--- src/rtl/nn_pkg.sv ---
`default_nettype none
// +----------------------------------------------------------------------+
// | nn_pkg : shared widths, FSM states and saturation helper              |
// | Revision: 1.0                                                         |
// +----------------------------------------------------------------------+
package nn_pkg;

  localparam int N_HID    = 8;
  localparam int ACT_W    = 10;
  localparam int PRED_W   = 23;
  localparam int ERR_W    = 12;
  localparam int WEIGHT_W = 8;
  localparam int LR_SHIFT = 4;

  typedef enum logic [1:0] {
    IDLE    = 2'd0,
    CAPTURE = 2'd1,
    UPDATE  = 2'd2,
    DONE    = 2'd3
  } state_t;

  // Clamp x into the signed range of a 'width'-bit two's complement value.
  function automatic logic signed [63:0] sat_signed(input logic signed [63:0] x,
                                                    input int unsigned width);
    logic signed [63:0] hi;
    logic signed [63:0] lo;
    hi = (64'sd1 <<< (width - 1)) - 64'sd1;
    lo = -(64'sd1 <<< (width - 1));
    if (x > hi)      sat_signed = hi;
    else if (x < lo) sat_signed = lo;
    else             sat_signed = x;
  endfunction

endpackage
`default_nettype wire

--- src/rtl/output_weight_updater_alu.sv ---
`default_nettype none
// +----------------------------------------------------------------------+
// | weight_delta_alu : w_next = sat(w - ((err * h) >>> LR_SHIFT))         |
// | Revision: 1.0                                                         |
// +----------------------------------------------------------------------+
module weight_delta_alu
  import nn_pkg::*;
(
  input  logic signed [ERR_W-1:0]    err,
  input  logic        [ACT_W-1:0]    h,
  input  logic signed [WEIGHT_W-1:0] w,
  output logic signed [WEIGHT_W-1:0] w_next,
  output logic                       sat
);

  localparam int PROD_W = ERR_W + ACT_W + 1;

  logic signed [PROD_W-1:0] err_x;
  logic signed [PROD_W-1:0] h_x;
  logic signed [PROD_W-1:0] prod;
  logic signed [PROD_W-1:0] delta;
  logic signed [PROD_W:0]   diff;
  logic signed [63:0]       diff_x;

  assign err_x  = PROD_W'(err);
  assign h_x    = $signed(PROD_W'(h));
  assign prod   = err_x * h_x;
  // Arithmetic shift floors toward -inf, so small negative products still move w.
  assign delta  = prod >>> LR_SHIFT;
  assign diff   = (PROD_W+1)'(w) - (PROD_W+1)'(delta);
  assign diff_x = 64'(diff);

  assign w_next = WEIGHT_W'(sat_signed(diff_x, WEIGHT_W));
  assign sat    = (sat_signed(diff_x, WEIGHT_W) != diff_x);

endmodule
`default_nettype wire

--- src/rtl/output_weight_updater.sv ---
`default_nettype none
// +----------------------------------------------------------------------+
// | output_weight_updater : serial gradient update of hidden->out weights |
// | Revision: 1.0                                                         |
// +----------------------------------------------------------------------+
module output_weight_updater
  import nn_pkg::*;
#(
  parameter logic [N_HID*WEIGHT_W-1:0] W_INIT = 64'h0807060504030201
) (
  input  logic                      clk_i,
  input  logic                      rst_i,
  input  logic                      en_i,
  input  logic                      start_i,
  input  logic [PRED_W-1:0]         pred_i,
  input  logic [PRED_W-1:0]         target_i,
  input  logic [N_HID*ACT_W-1:0]    h_i,
  output logic [N_HID*WEIGHT_W-1:0] weights_o,
  output logic                      busy_o,
  output logic                      done_o,
  output logic                      sat_o
);

  localparam int IDX_W = $clog2(N_HID);

  state_t                    state;
  state_t                    state_nx;
  logic [IDX_W-1:0]          idx;
  logic signed [ERR_W-1:0]   err;
  logic [N_HID*ACT_W-1:0]    h_lat;
  logic [N_HID*WEIGHT_W-1:0] weights;
  logic                      sat;

  logic signed [PRED_W:0]    err_raw;
  logic signed [63:0]        err_raw_x;
  logic                      err_sat;
  logic signed [WEIGHT_W-1:0] alu_w_next;
  logic                      alu_sat;
  logic                      last_idx;

  assign err_raw   = $signed({1'b0, pred_i}) - $signed({1'b0, target_i});
  assign err_raw_x = 64'(err_raw);
  assign err_sat   = (sat_signed(err_raw_x, ERR_W) != err_raw_x);
  assign last_idx  = (idx == IDX_W'(N_HID - 1));

  weight_delta_alu u_alu (
    .err    (err),
    .h      (h_lat[idx*ACT_W +: ACT_W]),
    .w      (weights[idx*WEIGHT_W +: WEIGHT_W]),
    .w_next (alu_w_next),
    .sat    (alu_sat)
  );

  always_ff @(posedge clk_i or negedge rst_i) begin
    if (!rst_i) state <= IDLE;
    else        state <= state_nx;
  end

  always_comb begin
    state_nx = state;
    if (en_i) begin
      case (state)
        IDLE:    if (start_i) state_nx = CAPTURE;
        CAPTURE: state_nx = UPDATE;
        UPDATE:  if (last_idx) state_nx = DONE;
        DONE:    state_nx = IDLE;
        default: state_nx = IDLE;
      endcase
    end
  end

  always_ff @(posedge clk_i or negedge rst_i) begin
    if (!rst_i) begin
      weights <= W_INIT;
      idx     <= '0;
      err     <= '0;
      h_lat   <= '0;
      sat     <= 1'b0;
    end else if (en_i) begin
      case (state)
        IDLE: begin
          if (start_i) sat <= 1'b0;
        end
        CAPTURE: begin
          h_lat <= h_i;
          err   <= ERR_W'(sat_signed(err_raw_x, ERR_W));
          idx   <= '0;
          if (err_sat) sat <= 1'b1;
        end
        UPDATE: begin
          weights[idx*WEIGHT_W +: WEIGHT_W] <= alu_w_next;
          idx <= last_idx ? '0 : idx + IDX_W'(1);
          if (alu_sat) sat <= 1'b1;
        end
        default: ;
      endcase
    end
  end

  assign weights_o = weights;
  assign busy_o    = (state != IDLE);
  assign done_o    = (state == DONE);
  assign sat_o     = sat;

endmodule
`default_nettype wire

--- config.mk ---
export PLATFORM = sky130hd
export DESIGN_NAME = output_weight_updater
export DESIGN_NICKNAME = d
export VERILOG_FILES = /design/src/rtl/nn_pkg.sv /design/src/rtl/output_weight_updater_alu.sv /design/src/rtl/output_weight_updater.sv
export SDC_FILE = /design/constraint.sdc
export NUM_CORES = 1
export LEC_CHECK = 0
export CORE_ASPECT_RATIO = 0.8
export CORE_UTILIZATION = 35
export CTS_CLUSTER_DIAMETER = 100
export DETAILED_ROUTE_END_ITERATION = 10
export PLACE_DENSITY_LB_ADDON = 0.3
export SLEW_MARGIN = 25
export SYNTH_ARGS = -nofsm -noshare
export SYNTH_HDL_FRONTEND = slang
export SYNTH_SLANG_ARGS = --single-unit
--- constraint.sdc ---
create_clock -name clk_i -period 11.36 [get_ports clk_i]
set_input_delay 1.136 -clock clk_i [delete_from_list [all_inputs] [get_ports clk_i]]
set_output_delay 1.136 -clock clk_i [all_outputs]
set_load 0.02 [all_outputs]
Word level (Yosys, flattened, before mapping)
Cells that the tools add are included.
{ "classes": {"mul": 2, "reduce_logical": 9, "muxes": 14, "eq_ne": 10, "shift": 4, "order_cmp": 4, "addsub": 4} }
{ "ops": {"columns": ["operator", "count"], "rows": [
  ["64-bit two-way mux", 4],
  ["80-bit by 8-bit variable part select with 10-bit output", 1],
  ["64-bit bitwise mux", 1],
  ["64-bit by 20-bit inequality test with 1-bit output", 1],
  ["64-bit by 24-bit inequality test with 1-bit output", 1],
  ["8-bit by 34-bit variable shift with 64-bit output, first input constant", 1],
  ["64-bit by 7-bit variable part select with 8-bit output", 1],
  ["8-bit by 34-bit variable part select with 64-bit output", 1],
  ["6-bit negation with 34-bit output", 1],
  ["24-bit by 12-bit > comparator with 1-bit output, second input constant", 1],
  ["24-bit by 12-bit < comparator with 1-bit output, second input constant", 1],
  ["23-bit by 23-bit subtractor with 24-bit output", 1],
  ["12-bit by 11-bit multiplier with 23-bit output", 1],
  ["20-bit by 8-bit > comparator with 1-bit output, second input constant", 1],
  ["20-bit by 8-bit < comparator with 1-bit output, second input constant", 1],
  ["8-bit by 19-bit subtractor with 20-bit output", 1],
  ["2-bit inequality test, second input constant", 4],
  ["2-bit one-hot mux with 4 select lines", 1],
  ["3-bit by 3-bit multiplier with 6-bit output, second input constant", 1],
  ["3-bit one-hot mux with 2 select lines", 1],
  ["2-bit AND reduction", 3],
  ["5-bit AND reduction", 1],
  ["2-bit == test, second input constant", 2],
  ["2-bit two-way mux", 2],
  ["other kinds (10)", 13]
]} }
{ "word_totals": {"reg_bits": 162, "elab_cells": 53, "input_bits": 130} }

Depth between registers and ports, before layout
{ "depth": {"word_depth": 10, "depth_mapped": 46} }

Cells and area by module
From an unflattened synthesis, not the netlist that was laid out.
{ "unflattened": {"cells_unflattened": 1691, "area_unflattened_um2": 15072.0} }
{ "modules_own_cells": {"columns": ["mod", "cells_each", "seq_area_each_um2", "instances", "area_per_inst_um2"], "rows": [
  ["output_weight_updater", 986, 4070.2, 1, 9148.8],
  ["weight_delta_alu", 705, 0.0, 1, 5923.2]
]} }

Least setup slack after synthesis
Ideal clock, no wire load.
{ "synth_timing": {"kind": "reg-to-reg", "start": "register idx[0]", "end": "register sat (netlist: sat_o)", "t_required_ns": 11.235, "setup_slack_ns": 1.377, "path_stages_with_launch": 44, "t_arrival_ns": 9.858, "setup_ns": 0.125, "n_path_buf": 6, "period_less_slack_ns": 9.983, "cell_sequence": "dfrtp_1 > buf_2 > buf_1 > clkbuf_1 > mux4_2 > nand2_1 > nand2_1 > clkbuf_1 > nand2_1 > fa_1 > fa_1 > inv_1 > ha_1 > fa_1 > inv_1 > fa_1 > inv_1 > ha_1 > (+8 left out) > xor2_1 > ha_1 > clkbuf_1 > nand2_1 > nor2_1 > nand3_1 > o311ai_1 > xor2_1 > nand4_1 > nor4bb_1 > nand4_1 > ha_1 > buf_1 > inv_1 > o21a_1 > a31oi_1 > a2bb2oi_1 > mux2_2"} }
{ "synth_via": {"elab_chain_cells": 10} }
{ "synth_lines": {"columns": ["element", "line", "text"], "rows": [
  ["start: declaration", "output_weight_updater.sv:28", "logic [IDX_W-1:0] idx;"],
  ["start signal: assignment", "output_weight_updater.sv:92", "idx <= last_idx ? '0 : idx + IDX_W'(1);"],
  ["3-bit by 3-bit multiplier with 6-bit output", "output_weight_updater.sv:48", ".h (h_lat[idx*ACT_W +: ACT_W]),"],
  ["80-bit by 8-bit variable part select with 10-bit output", "output_weight_updater.sv:48", null],
  ["12-bit by 11-bit multiplier with 23-bit output", "output_weight_updater_alu.sv:27", "assign prod = err_x * h_x;"],
  ["8-bit by 19-bit subtractor with 20-bit output *", "output_weight_updater_alu.sv:30", "assign diff = (PROD_W+1)'(w) - (PROD_W+1)'(delta);"],
  ["20-bit by 8-bit < comparator with 1-bit output", "nn_pkg.sv:30", "else if (x < lo) sat_signed = lo;"],
  ["64-bit two-way mux", "nn_pkg.sv:30", null],
  ["64-bit two-way mux", "nn_pkg.sv:29", "if (x > hi) sat_signed = hi;"],
  ["64-bit by 20-bit inequality test with 1-bit output *", "output_weight_updater_alu.sv:34", "assign sat = (sat_signed(diff_x, WEIGHT_W) != diff_x);"],
  ["2-bit inequality test (no source line) *", null, null],
  ["5-bit AND reduction (no source line) *", null, null],
  ["end signal: assignment", "output_weight_updater.sv:78", "sat <= 1'b0;"],
  ["end signal: assignment", "output_weight_updater.sv:82", "if (start_i) sat <= 1'b0;"],
  ["end signal: assignment", "output_weight_updater.sv:88", "if (err_sat) sat <= 1'b1;"],
  ["end: declaration", "output_weight_updater.sv:32", "logic sat;"]
]} }
Every way passes the cells marked *; elsewhere a longest branch is shown, timed or not.
A chain may end at the register's enable or synchronous reset.

Worst setup path after layout
{ "layout_timing": {"start": "register idx[1]", "end": "register weights[8] (netlist: weights_o[8])"} }
{ "layout_via": {"elab_chain_cells": 9} }
{ "layout_lines": {"columns": ["element", "line", "text"], "rows": [
  ["3-bit by 3-bit multiplier with 6-bit output", "output_weight_updater.sv:48", null],
  ["80-bit by 8-bit variable part select with 10-bit output", "output_weight_updater.sv:48", null],
  ["12-bit by 11-bit multiplier with 23-bit output", "output_weight_updater_alu.sv:27", null],
  ["8-bit by 19-bit subtractor with 20-bit output", "output_weight_updater_alu.sv:30", null],
  ["20-bit by 8-bit < comparator with 1-bit output", "nn_pkg.sv:30", null],
  ["64-bit two-way mux (2 in a row)", null, null],
  ["8-bit by 34-bit variable part select with 64-bit output", "output_weight_updater.sv:91", "weights[idx*WEIGHT_W +: WEIGHT_W] <= alu_w_next;"],
  ["64-bit bitwise mux *", "output_weight_updater.sv:91", null],
  ["end signal: indexed assignment", "output_weight_updater.sv:91", null],
  ["end: declaration", "output_weight_updater.sv:31", "logic [N_HID*WEIGHT_W-1:0] weights;"]
]} }
Marks and branches as above.

==> summary.txt <==
Logic synthesis
  – EDFF count, synth: 0
  – Fraction of registers with async set or reset after synthesis: 1.000
  – Post-synth top area share: 0.2481
  – Ys flop type: dfrtp_1
  – Yosys reg bits: 162
  – Register area share after synthesis: 0.2708
  – Mean Syn Cell Area: 9.771 um^2
  – Synthesized netlist cell count: 1,538
  – Synth Warn #: 0
  – Area contributors post-synth: dfrtp_1 25%, fa_1 15%, mux2_2 9.0%
  – Mapped Nets: 1,889
  – Yosys top cell by area: dfrtp_1
  – Post-Syn Area: around 15,000 um^2
  – Synth cell types: 75

Timing
  – Clock skew: 0.01974 ns
  – Final Hold Vio Count: 0
  – RSZ-0062 raised after global routing: false
  – Period utilisation layout: 0.8978
  – Fin crit period: 10.20 ns
  – Setup TNS: 0 ns
  – Max_slew headroom: 0.2639
  – Setup-failing EPs final: 0
  – Least-Margin Pin Slew: 1.100 ns
  – Max-slew violation count: 0
  – F_max: 0.09805 GHz

Detailed routing
  – Pre-antenna DRT Iters: 6
  – Via count: 11,770
  – DRC: 0
  – Number of routed nets with antenna violations: 0
  – WL final: 40,210 um
  – Vias per std cell: 5.193
  – Initial drt markers: 593
  – WL/cell: about 18 um

Floorplanning
  – I/O Pins: ~200
  – Initial Util: 0.3571
  – Core ar.: about 42,000 um^2
  – Die area: 43,780 um^2
  – Cell Rows: 67
  – Die Y: roughly 190 um
  – DIE WIDTH: 233.7 um

Global routing
  – Global-route wire length before repair: approximately 65,000 um
  – Vias in the first global route: 11,810
  – Gr ovfl total: 0
  – Largest net degree at the start of global routing: 88
  – Initial antenna violation count: 6
  – GRT Overall Usage: 0.1876

Clock tree
  – Max Buffers Root-to-Sink: 2
  – Post-CTS sizing: 0
  – CTS Buf Count: 17
  – CTS H-Tree Depth: 4
  – Post-CTS setup buffer count: 0
  – CTS Sinks: ~160
  – Clock Latency Late Sink: 0.44 ns
  – Clk slew on worst S/H paths: roughly 0.070 ns
  – CTS root buf: clkbuf_16
  – CTS tree: built
  – CTS Hold Bufs: 0

Setup path
  – Crit start category: register
  – Slowest stage delay, CP: between 1 and 1.5 ns
  – Worst Setup End Kind: register
  – Delay-heaviest family, CP: adder cells
  – Slowest-stage cell, CP: dfrtp_2
  – Crit path DAT: 10.51 ns
  – Most used cell, CP: fa_1
  – Max FO, Critical Path: 42
  – Critical Path RT: 11.67 ns
  – WP buf/inv: 4
  – Worst Setup Path Type: register to register

Finish
  – Final-layout fill cell count: between 4,000 and 5,000
  – Layout cell share with drive strength beyond 1: 0.1344
  – Area growth from synthesis to layout: 21.03%
  – Most frequent cells in the layout: 208 x inv_1, 195 x clkdlybuf4s50_1, 170 x nand2_1
  – Final instance area: 18,190 um^2
  – NumNets Final: 2,049
  – Final std cells w/o fill: 2,267
  – Multi-input logic area: 9972 um^2
  – FF/Latch Area: 4073 um^2
  – Most common cell after layout, fill and taps aside: inv_1

Run
  – Max-cap check violation count: 0

Placed design
  – GPL Wtd Cong: between 0.9 and 1
  – Placed insts: 2,231
  – DP HPWL: 32,080 um
  – Area after DPL: around 18,000 um^2
  – Port bufs: 196

Status
  – Status: completed

Min path
  – Worst Hold Class: register to register
==> worst paths after layout <==
kind | startpoint | end | slack [ns] | cells past startpoint
hold / removal | weights_o[34]$_DFFE_PN1P_ | weights_o[34]$_DFFE_PN1P_ | 0.50 | 2
min in group asynchronous | rst_i | weights_o[1]$_DFFE_PN0P_ | 0.74 | 1
max in group asynchronous | rst_i | err[8]$_DFFE_PN0P_ | 9.39 | 2
setup reg to reg | idx[1]$_DFFE_PN0P_ | weights_o[8]$_DFFE_PN0P_ | 1.16 | 30
setup / recovery | idx[1]$_DFFE_PN0P_ | weights_o[8]$_DFFE_PN0P_ | 1.16 | 30
hold reg to reg | weights_o[34]$_DFFE_PN1P_ | weights_o[34]$_DFFE_PN1P_ | 0.50 | 2
==> stage by stage <==
stage                     utilization  worst slack [ns]  hold WS [ns]
after floorplan                     -             1.377        0.4712
after global placement         0.4162             1.389        0.4795
after detailed placement       0.4163             1.184        0.4893
after CTS                      0.4316             1.155        0.4961
after global routing           0.4320            0.3534        0.5239
final                          0.4322             1.161        0.4961
==> registers in the layout, indices dropped and copies added, names as in the netlist <==
| signal | cells |
|---|---|
| h_lat | 80 |
| idx | 3 |
| weights_o | 64 |
| sat_o | 1 |
| err | 12 |
| state | 2 |
==> cells in the mapped netlist (3+ instances only) <==
master / instances
nor4bb_1: 3
o21ai_0: 64
dfrtp_1: 149
nand2b_1: 12
dfstp_2: 13
o2111ai_1: 3
or2_2: 5
o31a_1: 4
ha_1: 106
mux2_2: 120
a31o_2: 3
and2_1: 30
and3_1: 7
clkbuf_1: 52
or3_1: 8
mux2i_1: 9
a21o_1: 16
nor3_1: 22
a21oi_1: 45
a2bb2oi_1: 3
inv_1: 208
a31oi_1: 6
nor2_1: 74
nor3b_1: 4
o31ai_1: 8
nand2_1: 171
nand3_1: 27
o21a_1: 23
nand4_1: 9
nor2b_1: 52
nor4_1: 4
a2111oi_0: 4
mux4_2: 35
xnor2_1: 27
o21ai_1: 7
buf_1: 7
fa_1: 115
o21bai_1: 4
a211oi_1: 7
xor2_1: 24
==> kinds of logic after synthesis <==
kind of cell,after synthesis,synth area share
compound gates,232,0.1017
xor+xnor,51,0.02972
fa+ha+maj,221,0.2414
buf+inv,270,0.06761
flops,162,0.2708
mux,164,0.1484
simple gates,438,0.1404
==> area by class of cell <==
cell class	count	share of cell area
Multi-Input combinational cell	1106	0.5483
Clock buffer	17	0.02339
Clock inverter	15	0.01197
Timing Repair Buffer	202	0.1108
Antenna cell	4	0.0005503
Inverter	209	0.04313
Tap cell	552	0.03797
Sequential cell	162	0.2239
==> worst min-delay path: stages, from the launching register on <==
cell and delay, ns:
dfstp_2 0.38, nand2_1 0.04, o21ai_0 0.07
==> layer usage <==
layer,vias to the layer above,wire [um],global-route usage
met5,-,27,0
met4,4,381,0.03072
met3,37,2282,0.03155
met2,330,17620,0.2796
met1,5897,19900,0.2863
li1,5504,-,-
Power is not shown: default switching activity piles up to over one toggle a cycle in this logic, so the estimate is an artifact.
